==> src/rtl/pipe_types_pkg.sv <==
`default_nettype none
// ============================================================================
// Module   : pipe_types_pkg
// Brief    : Shared types and defaults for the pipeline hazard controller.
// Revision : 1.0
// ============================================================================
package pipe_types_pkg;

  localparam int c_REGW_DEFAULT = 5;

  typedef enum logic [1:0] {
    RUN   = 2'd0,
    DWAIT = 2'd1,
    LUSE  = 2'd2,
    REDIR = 2'd3
  } hz_state_t;

endpackage
`default_nettype wire

==> src/rtl/hz_raw_detect.sv <==
`default_nettype none
// ============================================================================
// Module   : hz_raw_detect
// Brief    : Combinational source/destination match for RAW hazards in ID.
// Revision : 1.0
// ============================================================================
module hz_raw_detect
  import pipe_types_pkg::*;
#(
  parameter int REGW   = c_REGW_DEFAULT,
  parameter int FWD_EN = 1
) (
  input  logic            idex_memread,
  input  logic [REGW-1:0] idex_rd,
  input  logic [REGW-1:0] ifid_rs,
  input  logic [REGW-1:0] ifid_rt,
  input  logic [REGW-1:0] exmem_rd,
  input  logic            exmem_regwr,
  input  logic [REGW-1:0] memwb_rd,
  input  logic            memwb_regwr,
  output logic            raw_hazard
);

  logic w_idex_hit;
  logic w_exmem_hit;
  logic w_memwb_hit;

  // Register 0 is hardwired, so a zero destination never creates a dependency.
  assign w_idex_hit  = (idex_rd != '0) &&
                       ((idex_rd == ifid_rs) || (idex_rd == ifid_rt));
  assign w_exmem_hit = exmem_regwr && (exmem_rd != '0) &&
                       ((exmem_rd == ifid_rs) || (exmem_rd == ifid_rt));
  assign w_memwb_hit = memwb_regwr && (memwb_rd != '0) &&
                       ((memwb_rd == ifid_rs) || (memwb_rd == ifid_rt));

  generate
    if (FWD_EN != 0) begin : g_fwd
      // Forwarding covers everything except a load whose data is not yet read.
      logic w_unused_ok;
      assign raw_hazard  = idex_memread & w_idex_hit;
      assign w_unused_ok = w_exmem_hit ^ w_memwb_hit;
    end else begin : g_nofwd
      // ID/EX carries no write enable, so any nonzero destination is a producer.
      logic w_unused_ok;
      assign raw_hazard  = w_idex_hit | w_exmem_hit | w_memwb_hit;
      assign w_unused_ok = idex_memread;
    end
  endgenerate

endmodule
`default_nettype wire

==> src/rtl/pipe_hazard_ctrl.sv <==
`default_nettype none
// ============================================================================
// Module   : pipe_hazard_ctrl
// Brief    : Stall/flush controller for a classic in-order pipeline.
// Revision : 1.0
// ============================================================================
module pipe_hazard_ctrl
  import pipe_types_pkg::*;
#(
  parameter int NLATCH = 4,
  parameter int REGW   = c_REGW_DEFAULT,
  parameter int FWD_EN = 1,
  parameter int CNTW   = 16
) (
  input  logic              CLK,
  input  logic              RST,
  input  logic              ihit,
  input  logic              dmemREN,
  input  logic              dmemWEN,
  input  logic              dhit,
  input  logic              redirect,
  input  logic              idex_memread,
  input  logic [REGW-1:0]   idex_rd,
  input  logic [REGW-1:0]   ifid_rs,
  input  logic [REGW-1:0]   ifid_rt,
  input  logic [REGW-1:0]   exmem_rd,
  input  logic [REGW-1:0]   memwb_rd,
  input  logic              exmem_regwr,
  input  logic              memwb_regwr,
  output logic              pc_stall,
  output logic [NLATCH-1:0] stall,
  output logic [NLATCH-1:0] flush,
  output logic [1:0]        state,
  output logic [CNTW-1:0]   stall_cnt
);

  hz_state_t         r_state;
  hz_state_t         w_state_nxt;
  logic              r_pend_redir;
  logic              w_pend_nxt;
  logic [CNTW-1:0]   r_stall_cnt;
  logic              w_raw_hazard;
  logic              w_dwait;
  logic              w_redir_req;
  logic              w_lu_en;
  logic              w_pc_stall;
  logic [NLATCH-1:0] w_stall;
  logic [NLATCH-1:0] w_flush;

  hz_raw_detect #(
    .REGW   (REGW),
    .FWD_EN (FWD_EN)
  ) u_raw_detect (
    .idex_memread (idex_memread),
    .idex_rd      (idex_rd),
    .ifid_rs      (ifid_rs),
    .ifid_rt      (ifid_rt),
    .exmem_rd     (exmem_rd),
    .exmem_regwr  (exmem_regwr),
    .memwb_rd     (memwb_rd),
    .memwb_regwr  (memwb_regwr),
    .raw_hazard   (w_raw_hazard)
  );

  assign w_dwait     = (dmemREN | dmemWEN) & ~dhit;
  assign w_redir_req = redirect | r_pend_redir;
  // The bubble inserted for a load-use must not re-trigger the same stall.
  assign w_lu_en     = (r_state != LUSE);

  always_ff @(posedge CLK or posedge RST) begin
    if (RST) begin
      r_state      <= RUN;
      r_pend_redir <= 1'b0;
    end else begin
      r_state      <= w_state_nxt;
      r_pend_redir <= w_pend_nxt;
    end
  end

  always_comb begin
    w_state_nxt = r_state;
    w_pend_nxt  = r_pend_redir;
    w_pc_stall  = 1'b0;
    w_stall     = '0;
    w_flush     = '0;
    case (r_state)
      REDIR: begin
        w_flush[0] = 1'b1;
        if (ihit) begin
          w_state_nxt = RUN;
        end
      end
      default: begin
        // RUN, LUSE and the DWAIT exit share one prioritised evaluation.
        if (w_dwait) begin
          w_pc_stall  = 1'b1;
          w_stall     = '1;
          w_pend_nxt  = w_redir_req;
          w_state_nxt = DWAIT;
        end else if (w_redir_req) begin
          w_flush[1:0] = 2'b11;
          w_pend_nxt   = 1'b0;
          w_state_nxt  = REDIR;
        end else if (w_raw_hazard && w_lu_en) begin
          w_pc_stall  = 1'b1;
          w_stall[0]  = 1'b1;
          w_flush[1]  = 1'b1;
          w_state_nxt = (FWD_EN != 0) ? LUSE : RUN;
        end else if (!ihit) begin
          w_pc_stall  = 1'b1;
          w_stall[0]  = 1'b1;
          w_flush[1]  = 1'b1;
          w_state_nxt = RUN;
        end else begin
          w_state_nxt = RUN;
        end
      end
    endcase
  end

  always_ff @(posedge CLK or posedge RST) begin
    if (RST) begin
      r_stall_cnt <= '0;
    end else if (w_pc_stall && (r_stall_cnt != {CNTW{1'b1}})) begin
      r_stall_cnt <= r_stall_cnt + {{(CNTW-1){1'b0}}, 1'b1};
    end
  end

  // Reset bubbles every latch and releases all holds.
  assign pc_stall  = RST ? 1'b0 : w_pc_stall;
  assign stall     = RST ? '0   : w_stall;
  assign flush     = RST ? '1   : w_flush;
  assign state     = r_state;
  assign stall_cnt = r_stall_cnt;

endmodule
`default_nettype wire

==> config.mk <==
export PLATFORM = sky130hd
export DESIGN_NAME = pipe_hazard_ctrl
export DESIGN_NICKNAME = d
export VERILOG_FILES = /design/src/rtl/pipe_types_pkg.sv /design/src/rtl/hz_raw_detect.sv /design/src/rtl/pipe_hazard_ctrl.sv
export SDC_FILE = /design/constraint.sdc
export NUM_CORES = 1
export LEC_CHECK = 0
export ABC_CLOCK_PERIOD_IN_PS = 2700
export CAP_MARGIN = 10
export CORE_AREA = 2 2 85 46
export CTS_BUF_LIST = sky130_fd_sc_hd__clkbuf_16
export CTS_CLUSTER_SIZE = 30
export DETAILED_ROUTE_END_ITERATION = 8
export DIE_AREA = 0 0 87 48
export PLACE_DENSITY = 0.83
export SLEW_MARGIN = 25
export SYNTH_ARGS = -nofsm -noshare
export SYNTH_HDL_FRONTEND = slang
export SYNTH_SLANG_ARGS = --single-unit
==> constraint.sdc <==
create_clock -name CLK -period 2.7 [get_ports CLK]
set_clock_uncertainty 0.05 [all_clocks]
set_input_delay 0.81 -clock CLK [delete_from_list [all_inputs] [get_ports CLK]]
set_output_delay 0.81 -clock CLK [all_outputs]
set_load 0.05 [all_outputs]
==> qor.yml <==
status: "complete, but fails checks"
violations: "negative setup slack"
worstPathArrival_ns: 2.27
netlist_area_um2: 1200
clk_path_buf_depth: 2
synth_fp_nets: 163
wl_per_cell_um: 14.7
synth_cells: 127
cts_sinks: 19
dieArea_um2: 4180
hold_depth: 1
num_antenna_cells: 0
worst-path-stages: 7
tritoncts: "yes"
slew_violations: 0
yosysSeqAreaShare_pct: 39.5
place_ws_ns: -0.816
slew-limit-headroom_pct: 65.7
reg2regPathDepth: 7
worst_slew_pin_slew_ns: 0.513
h-tree-depth: 1
critical_path.top_delay_family: "simple AND/OR/NAND/NOR gates"
maxCapViolCount: 0
yosysWarnings: 0
clock_latency_ns: 0.25
start_kind: "input pin"
hold_path_class: "reg -> reg"
setup_violations: 3
grt-ovfl-total: 0
hold_viol_final: 0
postSynth.asyncResetShare_pct: 100
leakagePower_nw: 1.00
antenna_found_initial: 0
cts_root_buffer: "clkbuf_16"
row_count: 15
finalWirelength_um: 3590
critPathKind: "in -> out"
crit_path_end_kind: "primary output"
fmax_mhz: 319
setup_slack_ns: -0.431
slowest_stage: "or4_4"
yosys.cell_types.count: 36
area_growth_pct: 80.5
die_x_um: 87
finalCritPeriodShare_pct: 116
postSynthAreaPerCell_um2: 9.48
dp_hpwl_um: 2490
synthFlopType: "dfrtp_1"
cts.clk_slew.worst_paths_ns: 0.05
fin_nets: 239
grt.total_usage_pct: 16.4
crit_buf_inv: 2
coreArea_um2: 3360
crit_chain: "buf_8 -> or4_4 -> o211ai_1 -> nor2_4 -> nor3_4 -> a31oi_4 -> buf_6"
grt_max_degree: 18
place.gp.congestion: 0.815
grt_pass1_vias: 1186
irDropWorstVdd_mv: 0.312
post_drt_via_cell_ratio: 5.19
fin_crit_ns: 3.13
pin_count: 62
crit_fanout: 2
ys_ff_latch: 19
die_y_um: 48
vias: 1267
portBuffers: 49
layout-drive-gt1-share_pct: 33.2
slowest_delay_ns: 0.54
dr.pass1.iters: 4
ant_nets: 0
powerDensity_nw_per_um2: 772
cts-buffers-inserted: 3
synth-edff-count: 0
initial_core_util_pct: 35.8
crit_required_ns: 1.84
rsz0062_at_grt: "yes"
grt_pass1_wl_um: 5200
fin_util_pct: 64.7
drc: 0
drtIter0Drc: 46
metal layers:
metal / GRT usage [%] / share of wire [%]
met1: 17.2 / 40
met2: 32.7 / 52
met3: 4.31 / 6.6
met4: 6.88 / 1.6
met5: 0 / 0
synthesized netlist by cell type, types with 2 or more instances:
master	count	area [µm²]
a21oi_1	4	20.0
buf_4	6	45.0
nor4_1	2	12.5
nand2_1	7	26.3
nor2_1	11	41.3
nand3_1	8	40.0
nor3_1	11	55.1
dfrtp_1	19	475
xor2_1	22	193
and3_1	3	18.8
xnor2_1	2	17.5
inv_1	2	7.51
o21ai_0	3	15.0
nor4_2	2	25.0
nand4_1	4	25.0
area by class of cell:
class | count | area, µm²
clock buffers | 3 | 75.1
clock inverters | 1 | 5.00
fillers | 228 | 1190
inverters | 2 | 11.3
multi-input cells | 99 | 774
flip-flops and latches | 19 | 475
well taps | 42 | 52.6
repair buffers | 78 | 778
cell usage in the layout, fill, tap and decap left out, drive strengths merged, types with 2 or more instances in the layout:
cell type,n
buf,42
xor2,22
clkdlybuf4s50,20
dfrtp,19
dlygate4sd2,13
nor3,11
nor2,11
nand3,8
nand2,7
nand4,5
a21oi,4
nor4,4
o21ai,4
and3,3
clkbuf,3
xnor2,2
clkdlybuf4s15,2
o211ai,2
mux2,2
timing repair:
item,4_1_cts,5_1_grt
pin swaps,20,11
gates resized for setup,43,9
setup endpoints to repair,7,7
buffers inserted,4,3
hold buffers,0,0
through the flow:
step	power, mW	cell area [µm²]	hold slack, ns	TNS (ns)	instances
2_1_floorplan	0.989	1290	0.536	-0.369	127
4_1_cts	1.65	2110	0.444	-1.17	241
3_3_place_gp	1.30	1990	0.430	-3.80	233
3_5_place_dp	1.32	1990	0.435	-4.54	233
6_report	1.68	2170	0.438	-1.25	244
5_1_grt	1.74	2170	0.480	-1.49	244
flip-flops by register name (all words and copies together) (netlist names):
name and cells:
state 2, r_pend_redir 1, stall_cnt 16
cells by family (layout without fill, tap and decap cells):
family | Yosys count | after routing | share of synthesized area [%]
xor+xnor | 24 | 24 | 17.5
flops | 19 | 19 | 39.5
fa+ha+maj | 1 | 1 | 1.04
simple gates | 57 | 57 | 26.5
buf+inv | 9 | 84 | 5.30
compound gates | 15 | 15 | 8.00
mux | 2 | 2 | 2.18
path summary, 6_finish.rpt:
check	startpoint	slack (ns)	end
worst max-delay path	idex_rd[0]	-0.43	flush[1]
worst min-delay path	stall_cnt[15]	0.44	stall_cnt[15]
worst max register to register	stall_cnt[0]	0.58	stall_cnt[6]
worst min register to register	stall_cnt[15]	0.44	stall_cnt[15]
max in group asynchronous	RST	1.55	stall_cnt[3]
min in group asynchronous	RST	0.60	state[0]
report_power, final:
part           switching (mW)  leakage [nW]  internal (mW)
Sequential             0.0916         0.244          0.352
Clock                   0.112        0.0409          0.199
Combinational           0.545         0.716          0.377
Total                   0.749          1.00          0.928
(Power assumes the default switching activity.)
